<file path="config.mk">
export PLATFORM = sky130hd
export DESIGN_NAME = im_loader
export DESIGN_NICKNAME = d
export VERILOG_FILES = /design/src/rtl/im_loader_pkg.sv /design/src/rtl/im_loader.sv
export SDC_FILE = /design/constraint.sdc
export NUM_CORES = 1
export LEC_CHECK = 0
export CORE_MARGIN = 2
export CORE_UTILIZATION = 40
export DETAILED_ROUTE_END_ITERATION = 7
export PLACE_DENSITY = 0.59
export SYNTH_ARGS = -nofsm -noshare
export SYNTH_HDL_FRONTEND = slang
export SYNTH_SLANG_ARGS = --single-unit
export TNS_END_PERCENT = 50
</file>
<file path="constraint.sdc">
create_clock -name Clk -period 4.85 [get_ports Clk]
set_input_delay 1.455 -clock Clk [delete_from_list [all_inputs] [get_ports Clk]]
set_output_delay 1.455 -clock Clk [all_outputs]
set_load 0.03 [all_outputs]
</file>
<file path="src/rtl/im_loader_pkg.sv">
// Shared types and widths for the instruction-memory loader.
package im_loader_pkg;

    localparam int BYTE_W = 8;
    localparam int WORD_W = 16;

    typedef enum logic [3:0] {
        IDLE,
        LEN_LO,
        LEN_HI,
        DATA_LO,
        DATA_HI,
        WRITE,
        CHK,
        DONE,
        ERR
    } state_t;

    function automatic logic accepts_byte(input state_t s);
        return s inside {LEN_LO, LEN_HI, DATA_LO, DATA_HI, CHK};
    endfunction

    function automatic logic is_active(input state_t s);
        return !(s inside {IDLE, DONE, ERR});
    endfunction

endpackage

</file>
<file path="src/rtl/im_loader.sv">
// Byte-stream loader that writes a length-prefixed word image into instruction memory.
// Define IM_LOADER_CHECKSUM_EN to require a trailing XOR checksum byte per session.
module im_loader
    import im_loader_pkg::*;
#(
    parameter logic [WORD_W-1:0] BASE_ADDR = 16'h0000
) (
    input  logic              Clk,
    input  logic              Rst,
    input  logic              Start,
    input  logic              RxValid,
    input  logic [BYTE_W-1:0] RxData,
    output logic              RxReady,
    output logic              ImWrite,
    output logic [WORD_W-1:0] ImWriteAddr,
    output logic [WORD_W-1:0] ImWriteData,
    output logic              Loading,
    output logic              Done,
    output logic              Error
);

`ifdef IM_LOADER_CHECKSUM_EN
    localparam state_t END_STATE = CHK;
`else
    localparam state_t END_STATE = DONE;
`endif

    state_t            state;
    state_t            next_state;
    logic [WORD_W-1:0] count;
    logic [WORD_W-1:0] addr;
    logic [BYTE_W-1:0] lo_byte;
    logic              accept;

`ifdef IM_LOADER_CHECKSUM_EN
    logic [BYTE_W-1:0] csum;
`else
    assign Error = 1'b0;
`endif

    // RxReady is registered from the state it describes, so this is the true handshake.
    assign accept = RxValid && RxReady;

    always_comb begin
        next_state = state;
        case (state)
            IDLE, DONE, ERR: if (Start) next_state = LEN_LO;
            LEN_LO:  if (accept) next_state = LEN_HI;
            LEN_HI:  if (accept) next_state = ({RxData, count[BYTE_W-1:0]} == '0) ? END_STATE : DATA_LO;
            DATA_LO: if (accept) next_state = DATA_HI;
            DATA_HI: if (accept) next_state = WRITE;
            WRITE:   next_state = (count == WORD_W'(1)) ? END_STATE : DATA_LO;
`ifdef IM_LOADER_CHECKSUM_EN
            CHK:     if (accept) next_state = (RxData == csum) ? DONE : ERR;
`endif
            default: next_state = IDLE;
        endcase
    end

    always_ff @(posedge Clk) begin
        if (!Rst) begin
            state       <= IDLE;
            RxReady     <= 1'b0;
            Loading     <= 1'b0;
            Done        <= 1'b0;
            ImWrite     <= 1'b0;
            ImWriteAddr <= BASE_ADDR;
            ImWriteData <= '0;
            count       <= '0;
            addr        <= BASE_ADDR;
            lo_byte     <= '0;
`ifdef IM_LOADER_CHECKSUM_EN
            Error       <= 1'b0;
            csum        <= '0;
`endif
        end else begin
            state   <= next_state;
            RxReady <= accepts_byte(next_state);
            Loading <= is_active(next_state);
            ImWrite <= (next_state == WRITE);
            Done    <= (next_state == DONE);
`ifdef IM_LOADER_CHECKSUM_EN
            Error   <= (next_state == ERR);
`endif

            case (state)
                IDLE, DONE, ERR: begin
                    if (Start) begin
                        addr  <= BASE_ADDR;
                        count <= '0;
                    end
                end
                LEN_LO:  if (accept) count[BYTE_W-1:0] <= RxData;
                LEN_HI:  if (accept) count[WORD_W-1:BYTE_W] <= RxData;
                DATA_LO: if (accept) lo_byte <= RxData;
                // Address/data only move here, keeping them stable around each strobe.
                DATA_HI: begin
                    if (accept) begin
                        ImWriteData <= {RxData, lo_byte};
                        ImWriteAddr <= addr;
                    end
                end
                WRITE: begin
                    addr  <= addr + WORD_W'(1);
                    count <= count - WORD_W'(1);
                end
                default: ;
            endcase

`ifdef IM_LOADER_CHECKSUM_EN
            if (!is_active(state) && Start)
                csum <= '0;
            else if (accept && state != CHK)
                csum <= csum ^ RxData;
`endif
        end
    end

endmodule
</file>
==> run_results.csv <==
group,metric,value,unit
global_routing,grtUsageMet3,4.69,%
pwr,pwr-share-seq,47.5,%
finish,fillers,912,
yosys,synth.net_count,482,
yosys,synth_area_leader_cell,"dfxtp_1",
floorplan,core_area,9200,um2
yosys,ys_types,61,
detailed_routing,route.detailed.wl_per_inst,15.0,um
critical_path,r2r_end,"ImWrite",
critical_path,required,5110,ps
yosys,async_flop_share,0,%
global_routing,grt_max_degree,33,
placed_design,hpwlAfterDp,6260,um
critical_path,critPathLaunchType,"input port",
critical_path,path_delay_family,"simple AND/OR/NAND/NOR gates",
yosys,synth_top_area_share,42.4,%
timing,setup_viol,0,
yosys,synthMostInstantiatedCell,"nand2_1",
critical_path,crit-reg2reg-launch,"state[2]",
critical_path,ff2ff_path_depth,5,
global_routing,busiest_layer,"met2",
clocking,cts_buffer_depth,2,
hold_path,hold_path_class,"reg2reg",
floorplan,io_pins,49,
critical_path,end_kind,"flip-flop",
placed_design,port_buffers,47,
yosys,ys_seq_elements,80,
pwr,p_per_area,316,nW/um2
floorplan,num_rows,35,
finish,final_cell_area,4540,um2
global_routing,grt_pass1_wl,15900,um
floorplan,start_util,41.1,%
pwr,pwr-share-comb,10.0,%
clocking,clk_pin_slew,80,ps
yosys,ys_top_cells_by_count,"nand2_1, dfxtp_1, a21oi_1, nor2_1, o21ai_0",
hold_path,min_to,"ImWriteData[2]",
hold_path,min_path_cells,2,
global_routing,grt_usage,19.3,%
timing,hold_viol,0,
timing,skew,7.68,ps
critical_path,crit_chain,"clkdlybuf4s50_1, and3b_1, a22o_1, a2111oi_4, nor4_1, nor4_2",
finish,final_layout_size_suffix_gt1_share,6.56,%
yosys,synthTopCellsByArea,"dfxtp_1, nand2_1, a21oi_1",
clocking,clkLatencyLatePin,340,ps
global_routing,antenna_found_initial,0,
clocking,cts_hold_buf,0,
critical_path,slowest_delay,560,ps
global_routing,grt_overflow,0,
placed_design,globalplace.congestion,0.820,
run,cap_violations,0,
finish,finalNetCount,514,
outcome,status,"finished, final reports clean",
detailed_routing,antenna_left,0,
pwr,leakage,0.00151,uW
yosys,syn_area,3780,um2
global_routing,grt_pass1_vias,3265,
clocking,cts_buffers,9,
clocking,cts_tree,"done",
timing,setup_tns,0,ps
detailed_routing,viasPerCell,5.61,
finish,final_util,49.4,%
finish,syn_to_final_growth,20.2,%
yosys,avgSynthCellArea,8.11,um2
yosys,seq_area_frac_synth,42.4,%
placed_design,dpl_cell_area,4290,um2
critical_path,crit_slowest_cell,"clkdlybuf4s50_1",
clocking,root_buffer,"clkbuf_8",
clocking,htreeDepth,3,
detailed_routing,first_pass_iters,4,
timing,layout_min_cycle_time,3120,ps
detailed_routing,route.detailed.drc,0,
yosys,synthCells,466,
pwr,p_switching,356,uW
timing,tightest_slew,807,ps
floorplan,dieArea,10200,um2
pwr,ir_drop,189,uV
pwr,intPower,1080,uW
yosys,synthFlopType,"dfxtp_1",
critical_path,critPathKind,"in2reg",
timing,holdWs,454,ps
critical_path,reg2reg_slack,2390,ps
timing,rsz0062_at_grt,"false",
global_routing,met2_usage,31.7,%
critical_path,crit_buf_inv,1,
global_routing,use_met1,25.6,%
critical_path,critPathArrivalTime,3380,ps
hold_path,min-delay-start,"lo_byte[2]",
pwr,p_clk_share,42.5,%
critical_path,path_max_fanout,7,
yosys,synth_edf_count,0,
detailed_routing,vias,3446,
detailed_routing,finalWirelength,9230,um
timing,period_share,64.3,%
clocking,cts_setup_buffers,0,
floorplan,die_h,101,um
clocking,cts_sinks,80,
yosys,yosys_warnings,0,
detailed_routing,drt_iter0_markers,178,
timing,final_max_slew_viol_count,0,
pwr,p_sw_share,24.8,%
timing,slew-limit-headroom,46.1,%
timing,timing.fmax,321,MHz
finish,diodes,0,
clocking,cts.repair.resized,0,
floorplan,die_w,101,um
registers in the layout, summed over array words and instances, names as in the netlist:
| name | flops |
|---|---|
| addr | 16 |
| RxReady | 1 |
| state | 4 |
| Loading | 1 |
| count | 16 |
| ImWrite | 1 |
| Done | 1 |
| lo_byte | 8 |
| ImWriteData | 16 |
| ImWriteAddr | 16 |
kinds of logic after synthesis:
logic type,after synthesis,share of synthesized area [%]
fa+ha+maj,4,1.32
flops,80,42.4
other cells,1,0.0993
xor+xnor,4,0.928
simple gates,197,26.7
mux,9,2.38
compound gates,134,21.9
buf+inv,37,4.34
final cells by class:
cell class	count	area, um2	share of cell area (%)
Clock buffer	10	138	3.03
Clock inverter	6	113	2.48
Multi-Input combinational cell	349	2020	44.5
Timing Repair Buffer	52	508	11.2
Sequential cell	80	1600	35.3
Tap cell	111	139	3.06
Inverter	6	22.5	0.496
worst max-delay path by stage:
stage                 start  endpoint  cells past startpoint
floorplan             Start  count[8]                      6
global placement    RxValid   Loading                      6
detailed placement  RxValid   RxReady                      6
CTS                 RxValid   RxReady                      6
global route          Start  count[8]                      6
finish              RxValid   RxReady                      6
power by group through the flow:
stage	sequential [uW]	clock [uW]	combinational, uW
CTS	681	624	142
global route	684	652	157
floorplan	693	0	97.1
finish	681	609	143
detailed placement	697	0	142
global placement	697	0	141
cells in the final DEF, fill, tap and decap left out, types with 4 or more instances in the layout:
master	instances
nand2_1	89
dfxtp_1	80
a21oi_1	64
clkdlybuf4s50_1	47
nor2_1	34
o21ai_0	27
nand3_1	11
clkbuf_8	10
nor3_1	9
mux2i_1	9
nor2b_1	6
nand4_1	6
and2_1	6
a211oi_1	6
inv_1	5
o21a_1	5
buf_4	5
and4_1	4
and3b_1	4
a32o_1	4
ha_1	4
per-stage QoR:
stage	worst slack [ps]	power, uW	std cells
2_1_floorplan	2090	790	466
3_3_place_gp	1450	838	598
3_5_place_dp	1400	838	598
4_1_cts	1750	1450	614
5_1_grt	1570	1490	614
6_report	1730	1430	614
per-layer routing:
metal  up-vias  share of wire (%)
li1       1727                  -
met1      1629                 47
met2        80                 48
met3        10                4.0
met4         0                1.0
met5         -                  0
worst min-delay path: stages (launching register included):
cell and delay (ps):
dfxtp_1 310, nand2_1 50, a21oi_1 50
No activity file was read; power rests on OpenSTA's default activity.
